**src/rtl/mmio_register_bank_pkg.sv**
```systemverilog
// Shared widths, access-size and result-code encodings for the MMIO register bank.
// Holds the config/mem_codes constants, including MEM_CODE_LOCKED.
package mmio_register_bank_pkg;

   localparam int unsigned ADDR_W      = 32;
   localparam int unsigned WORD_W      = 32;
   localparam int unsigned MEM_COUNT_W = 2;
   localparam int unsigned MEM_CODE_W  = 3;

   localparam logic [MEM_COUNT_W-1:0] MEM_COUNT_NONE = 2'd0;
   localparam logic [MEM_COUNT_W-1:0] MEM_COUNT_BYTE = 2'd1;
   localparam logic [MEM_COUNT_W-1:0] MEM_COUNT_HALF = 2'd2;
   localparam logic [MEM_COUNT_W-1:0] MEM_COUNT_WORD = 2'd3;

   localparam logic [MEM_CODE_W-1:0] MEM_CODE_INVALID       = 3'd0;
   localparam logic [MEM_CODE_W-1:0] MEM_CODE_READ          = 3'd1;
   localparam logic [MEM_CODE_W-1:0] MEM_CODE_WRITE         = 3'd2;
   localparam logic [MEM_CODE_W-1:0] MEM_CODE_MISALIGNED    = 3'd3;
   localparam logic [MEM_CODE_W-1:0] MEM_CODE_OUT_OF_BOUNDS = 3'd4;
   localparam logic [MEM_CODE_W-1:0] MEM_CODE_LOCKED        = 3'd5;

   typedef struct packed {
      logic                  valid;
      logic [WORD_W-1:0]     data;
      logic [MEM_CODE_W-1:0] code;
   } mem_res_t;

   localparam mem_res_t MEM_RES_IDLE = '{valid: 1'b0, data: '0, code: MEM_CODE_INVALID};

   // Expand a 4-bit byte-lane enable into a 32-bit bit mask.
   function automatic logic [WORD_W-1:0] lane_bits(input logic [3:0] lanes);
      return {{8{lanes[3]}}, {8{lanes[2]}}, {8{lanes[1]}}, {8{lanes[0]}}};
   endfunction

endpackage

```
**src/rtl/mem_res_pipe.sv**
```systemverilog
// Fixed-latency response shift pipeline; idle stages present the no-response encoding.
module mem_res_pipe
   import mmio_register_bank_pkg::*;
#(
   parameter int unsigned DEPTH = 1
) (
   input  logic     clk,
   input  logic     areset,
   input  mem_res_t i_res,
   output mem_res_t o_res
);

   mem_res_t r_stage [DEPTH];

   always_ff @(posedge clk or posedge areset) begin
      if (areset) begin
         for (int unsigned k = 0; k < DEPTH; k++) begin
            r_stage[k] <= MEM_RES_IDLE;
         end
      end else begin
         r_stage[0] <= i_res;
         for (int unsigned k = 1; k < DEPTH; k++) begin
            r_stage[k] <= r_stage[k-1];
         end
      end
   end

   assign o_res = r_stage[DEPTH-1].valid ? r_stage[DEPTH-1] : MEM_RES_IDLE;

endmodule

```
**src/rtl/mmio_register_bank.sv**
```systemverilog
// Bank of WORD_COUNT 32-bit MMIO registers with byte/half/word access and fixed-latency responses.
// Optional write-lock register enabled by defining RWREGS_LOCK_EN.
module mmio_register_bank
   import mmio_register_bank_pkg::*;
#(
   parameter logic [ADDR_W-1:0] ADDR_START  = '0,
   parameter int unsigned       WORD_COUNT  = 4,
   parameter int unsigned       RES_LATENCY = 1,
   parameter logic [WORD_W-1:0] RESET_VALUE = '0
) (
   input  logic                         clk,
   input  logic                         areset,
   input  logic                         i_req_valid,
   input  logic [ADDR_W-1:0]            i_req_addr,
   input  logic [WORD_W-1:0]            i_req_wr_data,
   input  logic                         i_req_wr_en,
   input  logic [MEM_COUNT_W-1:0]       i_req_count,
   input  logic                         i_req_signed,
   output logic                         o_res_valid,
   output logic [WORD_W-1:0]            o_res_rd_data,
   output logic [MEM_CODE_W-1:0]        o_res_code,
   output logic [WORD_W*WORD_COUNT-1:0] o_exposed_mem
);

   localparam int unsigned      IDX_W    = ADDR_W - 2;
   localparam int unsigned      SEL_W    = (WORD_COUNT > 1) ? $clog2(WORD_COUNT) : 1;
   localparam logic [IDX_W-1:0] BASE_IDX = ADDR_START[ADDR_W-1:2];

   logic [WORD_W-1:0]     r_mem [WORD_COUNT];

   logic [IDX_W-1:0]      w_rel;
   logic [SEL_W-1:0]      w_sel;
   logic                  w_in_range;
   logic                  w_misaligned;
   logic                  w_is_lock;
   logic                  w_locked;
   logic [WORD_W-1:0]     w_lock_word;
   logic [WORD_W-1:0]     w_cur_word;
   logic [WORD_W-1:0]     w_rd_shift;
   logic [WORD_W-1:0]     w_rd_ext;
   logic [WORD_W-1:0]     w_wr_word;
   logic [WORD_W-1:0]     w_bit_mask;
   logic [WORD_W-1:0]     w_merged;
   logic [3:0]            w_lanes;
   logic [MEM_CODE_W-1:0] w_code;
   mem_res_t              w_res_in;
   mem_res_t              w_res_out;

   // Wrapping subtract: one unsigned compare covers both the lower and upper bound.
   assign w_rel      = i_req_addr[ADDR_W-1:2] - BASE_IDX;
   assign w_sel      = w_rel[SEL_W-1:0];
   assign w_in_range = (w_rel < IDX_W'(WORD_COUNT));

`ifdef RWREGS_LOCK_EN
   logic [WORD_W-1:0] r_lock;

   assign w_is_lock   = (w_rel == IDX_W'(WORD_COUNT));
   assign w_locked    = w_in_range && (w_rel < IDX_W'(32)) && r_lock[w_rel[4:0]];
   assign w_lock_word = r_lock;

   // Lock bits are sticky: writes can only set them.
   always_ff @(posedge clk or posedge areset) begin
      if (areset) begin
         r_lock <= '0;
      end else if (i_req_valid && (w_code == MEM_CODE_WRITE) && w_is_lock) begin
         r_lock <= r_lock | (w_wr_word & w_bit_mask);
      end
   end
`else
   assign w_is_lock   = 1'b0;
   assign w_locked    = 1'b0;
   assign w_lock_word = '0;
`endif

   always_comb begin
      w_misaligned = 1'b0;
      if (i_req_count == MEM_COUNT_HALF) begin
         w_misaligned = i_req_addr[0];
      end else if (i_req_count == MEM_COUNT_WORD) begin
         w_misaligned = |i_req_addr[1:0];
      end
   end

   always_comb begin
      w_code = MEM_CODE_INVALID;
      if (w_misaligned) begin
         w_code = MEM_CODE_MISALIGNED;
      end else if (!w_in_range && !w_is_lock) begin
         w_code = MEM_CODE_OUT_OF_BOUNDS;
      end else if (i_req_count == MEM_COUNT_NONE) begin
         w_code = MEM_CODE_INVALID;
      end else if (!i_req_wr_en) begin
         w_code = MEM_CODE_READ;
      end else if (w_locked) begin
         w_code = MEM_CODE_LOCKED;
      end else begin
         w_code = MEM_CODE_WRITE;
      end
   end

   assign w_cur_word = w_is_lock ? w_lock_word : r_mem[w_sel];

   always_comb begin
      w_lanes   = 4'b0000;
      w_wr_word = i_req_wr_data;
      case (i_req_count)
         MEM_COUNT_BYTE: begin
            w_lanes   = 4'b0001 << i_req_addr[1:0];
            w_wr_word = {4{i_req_wr_data[7:0]}};
         end
         MEM_COUNT_HALF: begin
            w_lanes   = 4'b0011 << {i_req_addr[1], 1'b0};
            w_wr_word = {2{i_req_wr_data[15:0]}};
         end
         MEM_COUNT_WORD: w_lanes = 4'b1111;
         default:        w_lanes = 4'b0000;
      endcase
   end

   assign w_bit_mask = lane_bits(w_lanes);
   assign w_merged   = (w_cur_word & ~w_bit_mask) | (w_wr_word & w_bit_mask);
   assign w_rd_shift = w_cur_word >> {i_req_addr[1:0], 3'b000};

   always_comb begin
      w_rd_ext = w_rd_shift;
      case (i_req_count)
         MEM_COUNT_BYTE:
            w_rd_ext = i_req_signed ? {{24{w_rd_shift[7]}}, w_rd_shift[7:0]}
                                    : {24'h0, w_rd_shift[7:0]};
         MEM_COUNT_HALF:
            w_rd_ext = i_req_signed ? {{16{w_rd_shift[15]}}, w_rd_shift[15:0]}
                                    : {16'h0, w_rd_shift[15:0]};
         default: w_rd_ext = w_rd_shift;
      endcase
   end

   always_ff @(posedge clk or posedge areset) begin
      if (areset) begin
         for (int unsigned j = 0; j < WORD_COUNT; j++) begin
            r_mem[j] <= RESET_VALUE;
         end
      end else if (i_req_valid && (w_code == MEM_CODE_WRITE) && !w_is_lock) begin
         r_mem[w_sel] <= w_merged;
      end
   end

   always_comb begin
      w_res_in = MEM_RES_IDLE;
      if (i_req_valid) begin
         w_res_in.valid = 1'b1;
         w_res_in.code  = w_code;
         w_res_in.data  = (w_code == MEM_CODE_READ) ? w_rd_ext : '0;
      end
   end

   mem_res_pipe #(
      .DEPTH (RES_LATENCY)
   ) u_res_pipe (
      .clk    (clk),
      .areset (areset),
      .i_res  (w_res_in),
      .o_res  (w_res_out)
   );

   assign o_res_valid   = w_res_out.valid;
   assign o_res_rd_data = w_res_out.data;
   assign o_res_code    = w_res_out.code;

   for (genvar j = 0; j < WORD_COUNT; j++) begin : g_expose
      assign o_exposed_mem[j*WORD_W +: WORD_W] = r_mem[j];
   end

endmodule

```
**config.mk**
```make
export PLATFORM = sky130hd
export DESIGN_NAME = mmio_register_bank
export DESIGN_NICKNAME = d
export VERILOG_FILES = /design/src/rtl/mmio_register_bank_pkg.sv /design/src/rtl/mem_res_pipe.sv /design/src/rtl/mmio_register_bank.sv
export SDC_FILE = /design/constraint.sdc
export NUM_CORES = 1
export LEC_CHECK = 0
export CAP_MARGIN = 10
export CORE_AREA = 5 5 171 215
export CTS_CLUSTER_SIZE = 14
export DETAILED_ROUTE_END_ITERATION = 16
export DIE_AREA = 0 0 176 220
export PLACE_DENSITY = 0.57
export SYNTH_ARGS = -nofsm -noshare
export SYNTH_HDL_FRONTEND = slang
export SYNTH_HIERARCHICAL = 1
export SYNTH_SLANG_ARGS = --single-unit
```
**constraint.sdc**
```tcl
create_clock -name clk -period 8.45 [get_ports clk]
set_input_delay 1.69 -clock clk [delete_from_list [all_inputs] [get_ports clk]]
set_output_delay 1.69 -clock clk [all_outputs]
set_load 0.01 [all_outputs]
```
Yosys cells after proc, flatten, opt, wreduce, memory -nomap -nowiden
Cells that the tools add are included.

Output and inout bits: 164. Input port bits: 71. Flip-flop bits (word level): 164.

Shift operators: 3. Bitwise operators: 5. Mux-type cells: 20. Order comparisons: 3. Reduce and logical (&&, ||, !) cells: 4. Equal/unequal tests: 5.

Operator list (count): 32-bit two-way mux (6); 128-bit bitwise mux (1); 32-bit one-hot mux with 2 select lines (2); 36-bit two-way mux (2); 32-bit AND (2); 32-bit binary-select mux with 2-bit select (1); 32-bit demux with 2-bit select (1); 32-bit NOT (1); 32-bit OR (1); 32-bit by 5-bit right shift with 32-bit output (1); 30-bit by 3-bit less-than comparator with 1-bit output (second input constant) (1); 4-bit one-hot mux with 3 select lines (1); 3-bit two-way mux (2); 2-bit == test (second input constant) (2); 2-bit two-way mux (2); 1-bit by 2-bit left shift with 4-bit output (first input constant) (1); 2-bit by 2-bit left shift with 4-bit output (first input constant) (1); 3-bit by 1-bit == test with 1-bit output (second input constant) (1); 3-bit by 2-bit == test with 1-bit output (second input constant) (1); 3-bit greater-or-equal comparator (second input constant) (1); 3-bit by 1-bit less-than comparator with 1-bit output (second input constant) (1); 2-bit NOT with 3-bit output (1); 2-bit by 1-bit == test with 1-bit output (second input constant) (1); 1-bit logical AND (2); other kinds (3) (4).

Depth between registers and ports, before layout
Gate-level depths: netlist of run 1.

Depth in word-level cells: 9. Depth in mapped cells: 9. Gate-level depth less buffers: 7.

Modules after synthesis
Netlist of run 1, hierarchy kept.

By module, submodules not included: mmio_register_bank (times used 1, cells an instance 594, area each 7300.8 µm², sequential area each 3203.1 µm²); mem_res_pipe (times used 1, cells an instance 76, area each 1189.9 µm², sequential area each 900.9 µm²).

Worst setup path before layout of run 1
Ideal clock, no wire load.

Kind: input -> register. Start point: input i_req_count[0]. End point: register r_mem, in the netlist o_exposed_mem[100]. Cell stages on the path: 9. Required time: 8.322 ns. Arrival: 3.450 ns. Setup time: 0.128 ns. Slack: 4.872 ns. Buffers on the path: 2. Cells stage by stage: inv_1 -> ha_1 -> clkbuf_1 -> nor2b_1 -> o22ai_1 -> nor4b_4 -> nand4_1 -> buf_2 -> mux2_1.

Longest elaborated chain between the ends: 6. Elaborated cells between the ends (all ways): 17.

Ends and longest elaborated chain: start, declared (RTL line mmio_register_bank.sv:17) `input logic [MEM_COUNT_W-1:0] i_req_count,`; 2-bit == test (tied with other cells) (RTL line mmio_register_bank.sv:79, mmio_register_bank.sv:106); 4-bit one-hot mux with 3 select lines (tied with other cells) (RTL line mmio_register_bank.sv:106) `case (i_req_count)`; 32-bit NOT (tied with other cells) (RTL line mmio_register_bank.sv:121) `assign w_merged = (w_cur_word & ~w_bit_mask) | (w_wr_word & w_bit_mask);`; 32-bit AND / 3-bit two-way mux (equally long branches) (RTL line mmio_register_bank.sv:121, mmio_register_bank.sv:86); 32-bit OR / 3-bit by 2-bit == test with 1-bit output (equally long branches) (RTL line mmio_register_bank.sv:121, mmio_register_bank.sv:142); 128-bit bitwise mux / 1-bit logical AND (equally long branches) (RTL line mmio_register_bank.sv:143, mmio_register_bank.sv:142); end signal, assigned by index (RTL line mmio_register_bank.sv:143) `r_mem[w_sel] <= w_merged;`; end, declared (RTL line mmio_register_bank.sv:29) `logic [WORD_W-1:0] r_mem [WORD_COUNT];`.

Parallel ways exist; a longest one is shown, timed or not. A chain may end at the register's enable or synchronous reset.

Worst setup path in the final report of run 1
Start point: input i_req_count[0]. End point: register r_mem, in the netlist o_exposed_mem[61].

Same word-level chain as after synthesis.

==> results of run 1 <==
==> cell usage after synthesis <==
library cell    n  area share [%]
nand4b_1        2            0.21
inv_2           1           0.044
buf_2          18             1.1
o21a_1          1           0.088
clkbuf_1       21            0.93
o311ai_2        1            0.19
and2_1          8            0.59
a22o_1          8            0.83
nand4_1         2            0.15
nand3_1         3            0.18
a21o_1          2            0.18
mux2_2         74             9.8
nor3b_1         1           0.088
o22ai_1         2            0.15
a22oi_1         8            0.71
ha_1            4            0.59
o2111ai_1       1            0.10
a211oi_1       14             1.2
a21oi_1        38             2.2
inv_1          13            0.57
nor4_1          7            0.52
nor2_1         17            0.75
buf_4           1           0.088
mux2_1         97              13
nor4b_4         1            0.28
nor4b_1         1            0.10
mux2i_1        11             1.3
dfrtp_1       164              48
nor2b_1         5            0.37
mux4_2         32             8.5
clkbuf_2        3            0.18
nand2b_1        3            0.22
buf_1           3            0.13
o21ai_0        19             1.1
nor3_1          4            0.24
nand2_1        45             2.0
and2_2         35             3.1
==> power by group through the flow <==
| stage | registers [mW] | clock network (mW) | logic (mW) |
|---|---|---|---|
| 2_1_floorplan | 0.801 | 0 | 0.0851 |
| 3_3_place_gp | 0.803 | 0 | 0.155 |
| 3_5_place_dp | 0.803 | 0 | 0.156 |
| 4_1_cts | 0.788 | 0.751 | 0.156 |
| 5_1_grt | 0.788 | 0.783 | 0.168 |
| 6_report | 0.788 | 0.735 | 0.154 |
==> critical path: stages <==
cell and delay (ps):
clkdlybuf4s50_1 440, inv_1 100, ha_1 550, nor2b_1 100
o22ai_1 370, nor4b_4 410, nand4b_1 680, buf_4 520
mux2_1 360
==> sequential cells by signal, summed over array words and instances, names as in the netlist <==
| signal | flops |
|---|---|
| o_exposed_mem | 128 |
| u_res_pipe/r_stage | 36 |
==> path summary, 6_finish.rpt <==
kind,start,to,slack [ps],cells after the start
max,i_req_count[0],o_exposed_mem[61],3510,9
min,o_exposed_mem[55],o_exposed_mem[55],510,1
max reg2reg,o_exposed_mem[127],u_res_pipe/r_stage[24],5940,5
min reg2reg,o_exposed_mem[55],o_exposed_mem[55],510,1
max in group asynchronous,areset,o_exposed_mem[114],5280,3
min in group asynchronous,areset,u_res_pipe/r_stage[32],1740,3
==> logic make-up after synthesis <==
| group | Yosys count |
|---|---|
| AOI/OAI and AO/OA | 94 |
| adders and majority gates | 4 |
| buffers and inverters | 60 |
| DFF | 164 |
| muxes | 214 |
| and+or+nand+nor | 134 |
==> final cells by class <==
cell class | count | area, um^2
Antenna cell | 3 | 7.51
Clock buffer | 20 | 457
Clock inverter | 12 | 97.6
Fill cell | 3483 | 22900
Inverter | 14 | 55.1
Multi-Input combinational cell | 446 | 4140
Sequential cell | 164 | 4100
Tap cell | 434 | 543
Timing Repair Buffer | 243 | 2400
==> routing by layer <==
metal  global-route usage [%]  share of wire [%]  up-vias
met4                     6.01                2.8        4
met2                     26.5                 51      171
met5                        0              0.088        -
met1                     19.2                 41     3143
met3                     4.08                5.0       42
li1                         -                  -     2884
==> metrics by stage <==
| step | instance area [um^2] | worst slack, ps | total power [mW] | hold WS, ps |
|---|---|---|---|---|
| floorplan | 8490 | 3350 | 0.886 | 549 |
| global placement | 11200 | 3170 | 0.958 | 493 |
| detailed placement | 11200 | 2990 | 0.959 | 502 |
| CTS | 11800 | 3470 | 1.70 | 517 |
| global route | 11800 | 3150 | 1.74 | 539 |
| finish | 11800 | 3510 | 1.68 | 513 |
==> Flow_metrics.wiki, run 1 <==
{| class="wikitable"
! Metric !! Value
|-
| Antenna-violating nets left || 0
|-
| Combinational family with the most area after synthesis || multiplexers
|-
| Fraction of final layout cells sized beyond drive strength 1 || 20.9%
|-
| Final HPWL DP || 23.4 mm
|-
| Switching power total || 0.429 mW
|-
| Fraction of synthesized cell area in xor and xnor cells || 0%
|-
| Mean post-synth cell area || 12.7 um^2
|-
| Count of placed standard cells in the final layout, fillers left out || 1336
|-
| Flip-flop and latch count after synthesis || 164
|-
| Startpoint-to-endpoint class of the critical path || in -> reg
|-
| Setup bufs post-CTS || 0
|-
| Arithmetic-cell share of the synthesized area counting full adders, half adders and majority gates || 0.589%
|-
| Ports placed on the boundary || 235
|-
| Std-Cell Rows || 77
|-
| Post-layout nets || 961
|-
| Area of the die || 38700 um^2
|-
| Internal || 1.25 mW
|-
| Number of global-route vias before repair || 6457
|-
| Util after Layout || 34.0%
|-
| Overall die height || 220 um
|-
| Final Hold Fails || 0
|-
| Type of destination of the critical path || register
|-
| Drt first-iter violations || 302
|-
| Final min period || 4940 ps
|-
| Post-synthesis share of cell area spent on and, or, nand and nor gates || 8.77%
|-
| Max H-tree Level || 4
|-
| CP max FO || 21
|-
| Clock tree from TritonCTS || yes
|-
| Distinct cell type count of the synthesized netlist || 37
|-
| Final max-slew violation count || 0
|-
| Slew of the pin with the lowest slew margin || 1170 ps
|-
| Setup_tns || 0 ps
|-
| Share of the yosys chip area belonging to registers || 48.3%
|-
| Maximum number of pins on one net before global-route repair || 66
|-
| Unrepaired setup endpoints after global routing || false
|-
| Total routed wirelength || 30.7 mm
|-
| Worst path arrival time || 5260 ps
|-
| Area growth from synthesis to layout || 39.0%
|-
| Portion of total power attributed to sequential cells || 47.0%
|-
| Routability congestion estimate || 0.809
|-
| Maximum count of clock buffers along a single path || 2
|-
| Clk network pwr share || 43.8%
|-
| DRC errors left || 0
|-
| Static leakage power || 5.25 nW
|-
| Count of buffers from port buffering || 234
|-
| Synth Net Count || 745
|-
| Maximum clock frequency || 202 MHz
|-
| GRT Resource Usage Total || 15.7%
|-
| Register clock-pin slew on the reported worst setup and hold paths || 60 ps
|-
| Global-route wire length before repair || 44.5 mm
|-
| Crit path launch type || input port
|-
| Max-slew headroom at the worst pin || 21.9%
|-
| Ratio of final minimum period to clock period || 58.5%
|-
| Power Dens Cells || 142 nW/um^2
|-
| Remaining Overflow, GRT || 0
|-
| Number of gates resized after CTS || 0
|-
| Count of clock tree sinks || 164
|-
| Die Span X || 176 um
|-
| Multiplexer share of the synthesized area || 32.5%
|-
| Skew-Pair Late Insertion Delay || 440 ps
|-
| Via density per instance || 4.67
|-
| Average routed wire per standard cell || 23.0 um
|-
| Cts-stage hold buffer count || 0
|-
| TritonCTS buffer count || 17
|-
| Initial antenna violation count || 5
|-
| Placed cell count || 1301
|-
| Part of the power in combinational logic || 9.2%
|-
| Final setup vio count || 0
|-
| Count of warnings emitted by yosys || 6
|-
| Area of the core || 34700 um^2
|-
| Highest-count cells in the layout ignoring fill and taps || 232 x clkdlybuf4s50_1, 164 x dfrtp_1, 97 x mux2_1
|-
| Count of max-cap constraint violations || 0
|-
| Final Skew || 12.1 ps
|-
| Run status || finished, final reports clean
|-
| Fraction of power spent switching nets || 25.6%
|-
| Critical path data required time || 8770 ps
|-
| 1st-pass router iterations || 7
|-
| Root buffer selected by CTS || clkbuf_16
|-
| Largest vdd supply drop || 0.140 mV
|-
| Most common cell after layout, fill and taps aside || clkdlybuf4s50_1
|-
| Tightest Hold Check Type || reg -> reg
|-
| Initial Utilization || 24.5%
|-
| Post-synthesis instance area || 8490 um^2
|-
| Complex-gate fraction of the synthesized area || 6.84%
|-
| Detailed-route via count || 6244
|-
| Number of instances in the synthesized netlist || 670
|}
Power figures use the tool's default switching activity.
==> inputs of run 2 (changes only) <==
Settings changed: PLACE_DENSITY 0.57 to 0.58.
Clock period 8.45 ns to 4 ns, I/O delays scaled along.
==> run 2 against run 1 <==
  * Cell area increased by 1.6%
  * Via count increased by 3.5%
  * Critical path depth decreased by 1
  * Utilization increased by 0.53 points
  * First-iteration DRC count increased by 11%
  * Global-route usage about the same
  * Worst hold slack improved by 9.5 ps
  * Largest cell class unchanged
  * Clock skew decreased by 2.6 ps
  * Non-clock buffer count increased by 15
  * Die area unchanged
  * Total power increased by 120%
==> Flow_metrics.wiki, run 2 (synthesized netlist as in run 1, its figures left out) <==
{| class="wikitable"
! Metric !! Value
|-
| Run status || finished, final reports clean
|-
| Fraction of final layout cells sized beyond drive strength 1 || 22.3% (+1.4 points)
|-
| Routability congestion estimate || 0.879 (+8.6%)
|-
| Unrepaired setup endpoints after global routing || false
|-
| Initial Utilization || 24.5% (unchanged)
|-
| Max-slew headroom at the worst pin || 43.7% (+22 points)
|-
| Global-route wire length before repair || 45.0 mm (+1.0%)
|-
| Power Dens Cells || 306 nW/um^2 (+120%)
|-
| Placed cell count || 1316 (+1.2%)
|-
| Launching point of the worst reg2reg path || o_exposed_mem[127]
|-
| Final Skew || 9.52 ps (-2.56 ps)
|-
| TritonCTS buffer count || 17 (unchanged)
|-
| Critical path data required time || 4310 ps (-4460 ps)
|-
| Std-Cell Rows || 77 (unchanged)
|-
| Area of all placed cells without fillers || 12000 um^2 (+1.6%)
|-
| Overall die height || 220 um (unchanged)
|-
| DRC errors left || 0 (unchanged)
|-
| Maximum number of pins on one net before global-route repair || 78 (+18%)
|-
| Maximum count of clock buffers along a single path || 2 (unchanged)
|-
| Met2 global-route usage || 26.1% (-0.44 points)
|-
| Largest vdd supply drop || 0.281 mV (+100%)
|-
| Reg2reg end || u_res_pipe/r_stage[32]
|-
| Max H-tree Level || 4 (unchanged)
|-
| Area taken by multi-input logic gates || 4140 um^2 (unchanged)
|-
| Setup bufs post-CTS || 0 (unchanged)
|-
| Final max-slew violation count || 0 (unchanged)
|-
| Die Span X || 176 um (unchanged)
|-
| Root buffer selected by CTS || clkbuf_16
|-
| Final HPWL DP || 23.9 mm (+2.4%)
|-
| Worst setup path startpoint || i_req_count[0]
|-
| Total routed wirelength || 30.6 mm (-0.25%)
|-
| Startpoint of the worst hold path || o_exposed_mem[57]
|-
| Area growth from synthesis to layout || 41.2%
|-
| Met1 Resource Use GR || 20.1% (+0.93 points)
|-
| Slew of the pin with the lowest slew margin || 845 ps (-326 ps)
|-
| Detailed-route via count || 6465 (+3.5%)
|-
| Peak-usage layer in the global routing report || met2
|-
| Global-route met3 utilization || 3.28% (-0.81 points)
|-
| Final setup vio count || 0 (unchanged)
|-
| 1st-pass router iterations || 4 (-3)
|-
| Drt first-iter violations || 336 (+11%)
|-
| Register clock-pin slew on the reported worst setup and hold paths || 70 ps (about the same)
|-
| Ratio of final minimum period to clock period || 76.3%
|-
| Final Hold Fails || 0 (unchanged)
|-
| Area of the core || 34700 um^2 (unchanged)
|-
| Count of buffers from port buffering || 234 (unchanged)
|-
| Startpoint-to-endpoint class of the critical path || in -> reg
|-
| Count of placed standard cells in the final layout, fillers left out || 1348 (+0.90%)
|-
| Antenna-violating nets left || 0 (unchanged)
|-
| CP max FO || 25 (+19%)
|-
| Most common cell after layout, fill and taps aside || clkdlybuf4s50_1
|-
| Post-DP Area || 11400 um^2 (+1.3%)
|-
| Setup_tns || 0 ps (unchanged)
|-
| Count of max-cap constraint violations || 0 (unchanged)
|-
| Worst path arrival time || 3360 ps (-1900 ps)
|-
| Maximum clock frequency || 328 MHz
|-
| Final min period || 3050 ps
|-
| Tightest Hold Check Type || reg -> reg
|-
| Number of gates resized after CTS || 0 (unchanged)
|-
| Number of antenna cells inserted || 0 (-3)
|-
| GRT Resource Usage Total || 15.7% (about the same)
|-
| Sequential cell area in the final layout || 4100 um^2 (unchanged)
|-
| Remaining Overflow, GRT || 0 (unchanged)
|-
| Crit path launch type || input port
|-
| Skew-Pair Late Insertion Delay || 440 ps (about the same)
|-
| Filler Cells Inserted || 3459 (-0.69%)
|-
| Cts-stage hold buffer count || 0 (unchanged)
|-
| Number of global-route vias before repair || 6683 (+3.5%)
|-
| Slack of the worst reg-to-reg path || 1870 ps (-4070 ps)
|-
| Flip-flop count of the largest register, all copies and words added || 128 (unchanged)
|-
| Count of clock tree sinks || 164 (unchanged)
|-
| Clock tree from TritonCTS || yes
|-
| Ports placed on the boundary || 235 (unchanged)
|-
| Highest-count cells in the layout ignoring fill and taps || 232 x clkdlybuf4s50_1, 164 x dfrtp_1, 97 x mux2_1
|-
| Static leakage power || 5.37 nW (+2.3%)
|-
| Worst hold endpoint || o_exposed_mem[57]
|-
| Type of destination of the critical path || register
|-
| Area of the die || 38700 um^2 (unchanged)
|-
| Worst hold stages || 1 (unchanged)
|-
| Average routed wire per standard cell || 22.7 um (-1.1%)
|-
| Initial antenna violation count || 3 (-2)
|-
| Post-layout nets || 976 (+1.6%)
|-
| Via density per instance || 4.80 (+2.6%)
|-
| Cells on worst reg2reg path || 6 (+1)
|}
[run 2: changes by cell type in the layout (fill, tap and decap cells not counted)]
cell / previous run / this run
buf_12: 0 / 3
inv_8: 0 / 2
clkinvlp_4: 6 / 2
clkbuf_8: 2 / 0
clkinv_2: 0 / 2
inv_4: 1 / 0
clkbuf_1: 1 / 0
buf_4: 9 / 21
diode_2: 3 / 0
clkinv_4: 1 / 3
bufinv_16: 0 / 2
[run 2: worst max-delay path, stage by stage]
cell	delay [ps]
clkdlybuf4s50_1	530
inv_1	80
ha_1	230
o22ai_1	330
nor4b_4	410
nand3_2	350
buf_12	290
mux2_1	320
[run 2: layout make-up]
class                      instances  area share, %
tap                              434           4.53
clock inverter                    15           1.42
clock buffer                      17           3.55
sequential                       164           34.2
timing repair buffer             258           21.3
multi-input combinational        446           34.5
inverter                          14          0.470
[run 2: where the power goes]
group | internal (mW) | switching (mW) | leakage, nW
sequential | 1.66 | 0.00450 | 2.29
combinational | 0.149 | 0.188 | 2.79
clock | 0.938 | 0.727 | 0.293
[run 2: how the worst max path moves through the flow]
stage	to	depth (start not counted)
2_1_floorplan	o_exposed_mem[100]	9
3_3_place_gp	o_exposed_mem[26]	8
3_5_place_dp	o_exposed_mem[26]	8
4_1_cts	o_res_rd_data[31]	2
5_1_grt	o_exposed_mem[23]	8
6_report	o_exposed_mem[23]	8
[run 2: per-layer routing]
metal	vias up	wire length, um
met5	-	54
met1	3288	13000
met3	51	1380
li1	2908	-
met2	212	15200
met4	6	927
[run 2: per-stage QoR]
stage | utilization [%] | setup WS, ps | hold slack (ps) | total power [mW]
3_5_place_dp | 32.8 | 474 | 512 | 2.04
3_3_place_gp | 32.8 | 612 | 497 | 2.03
2_1_floorplan | - | 1310 | 549 | 1.87
6_report | 34.6 | 949 | 523 | 3.67
5_1_grt | 34.6 | 756 | 547 | 3.80
4_1_cts | 34.6 | 894 | 527 | 3.71
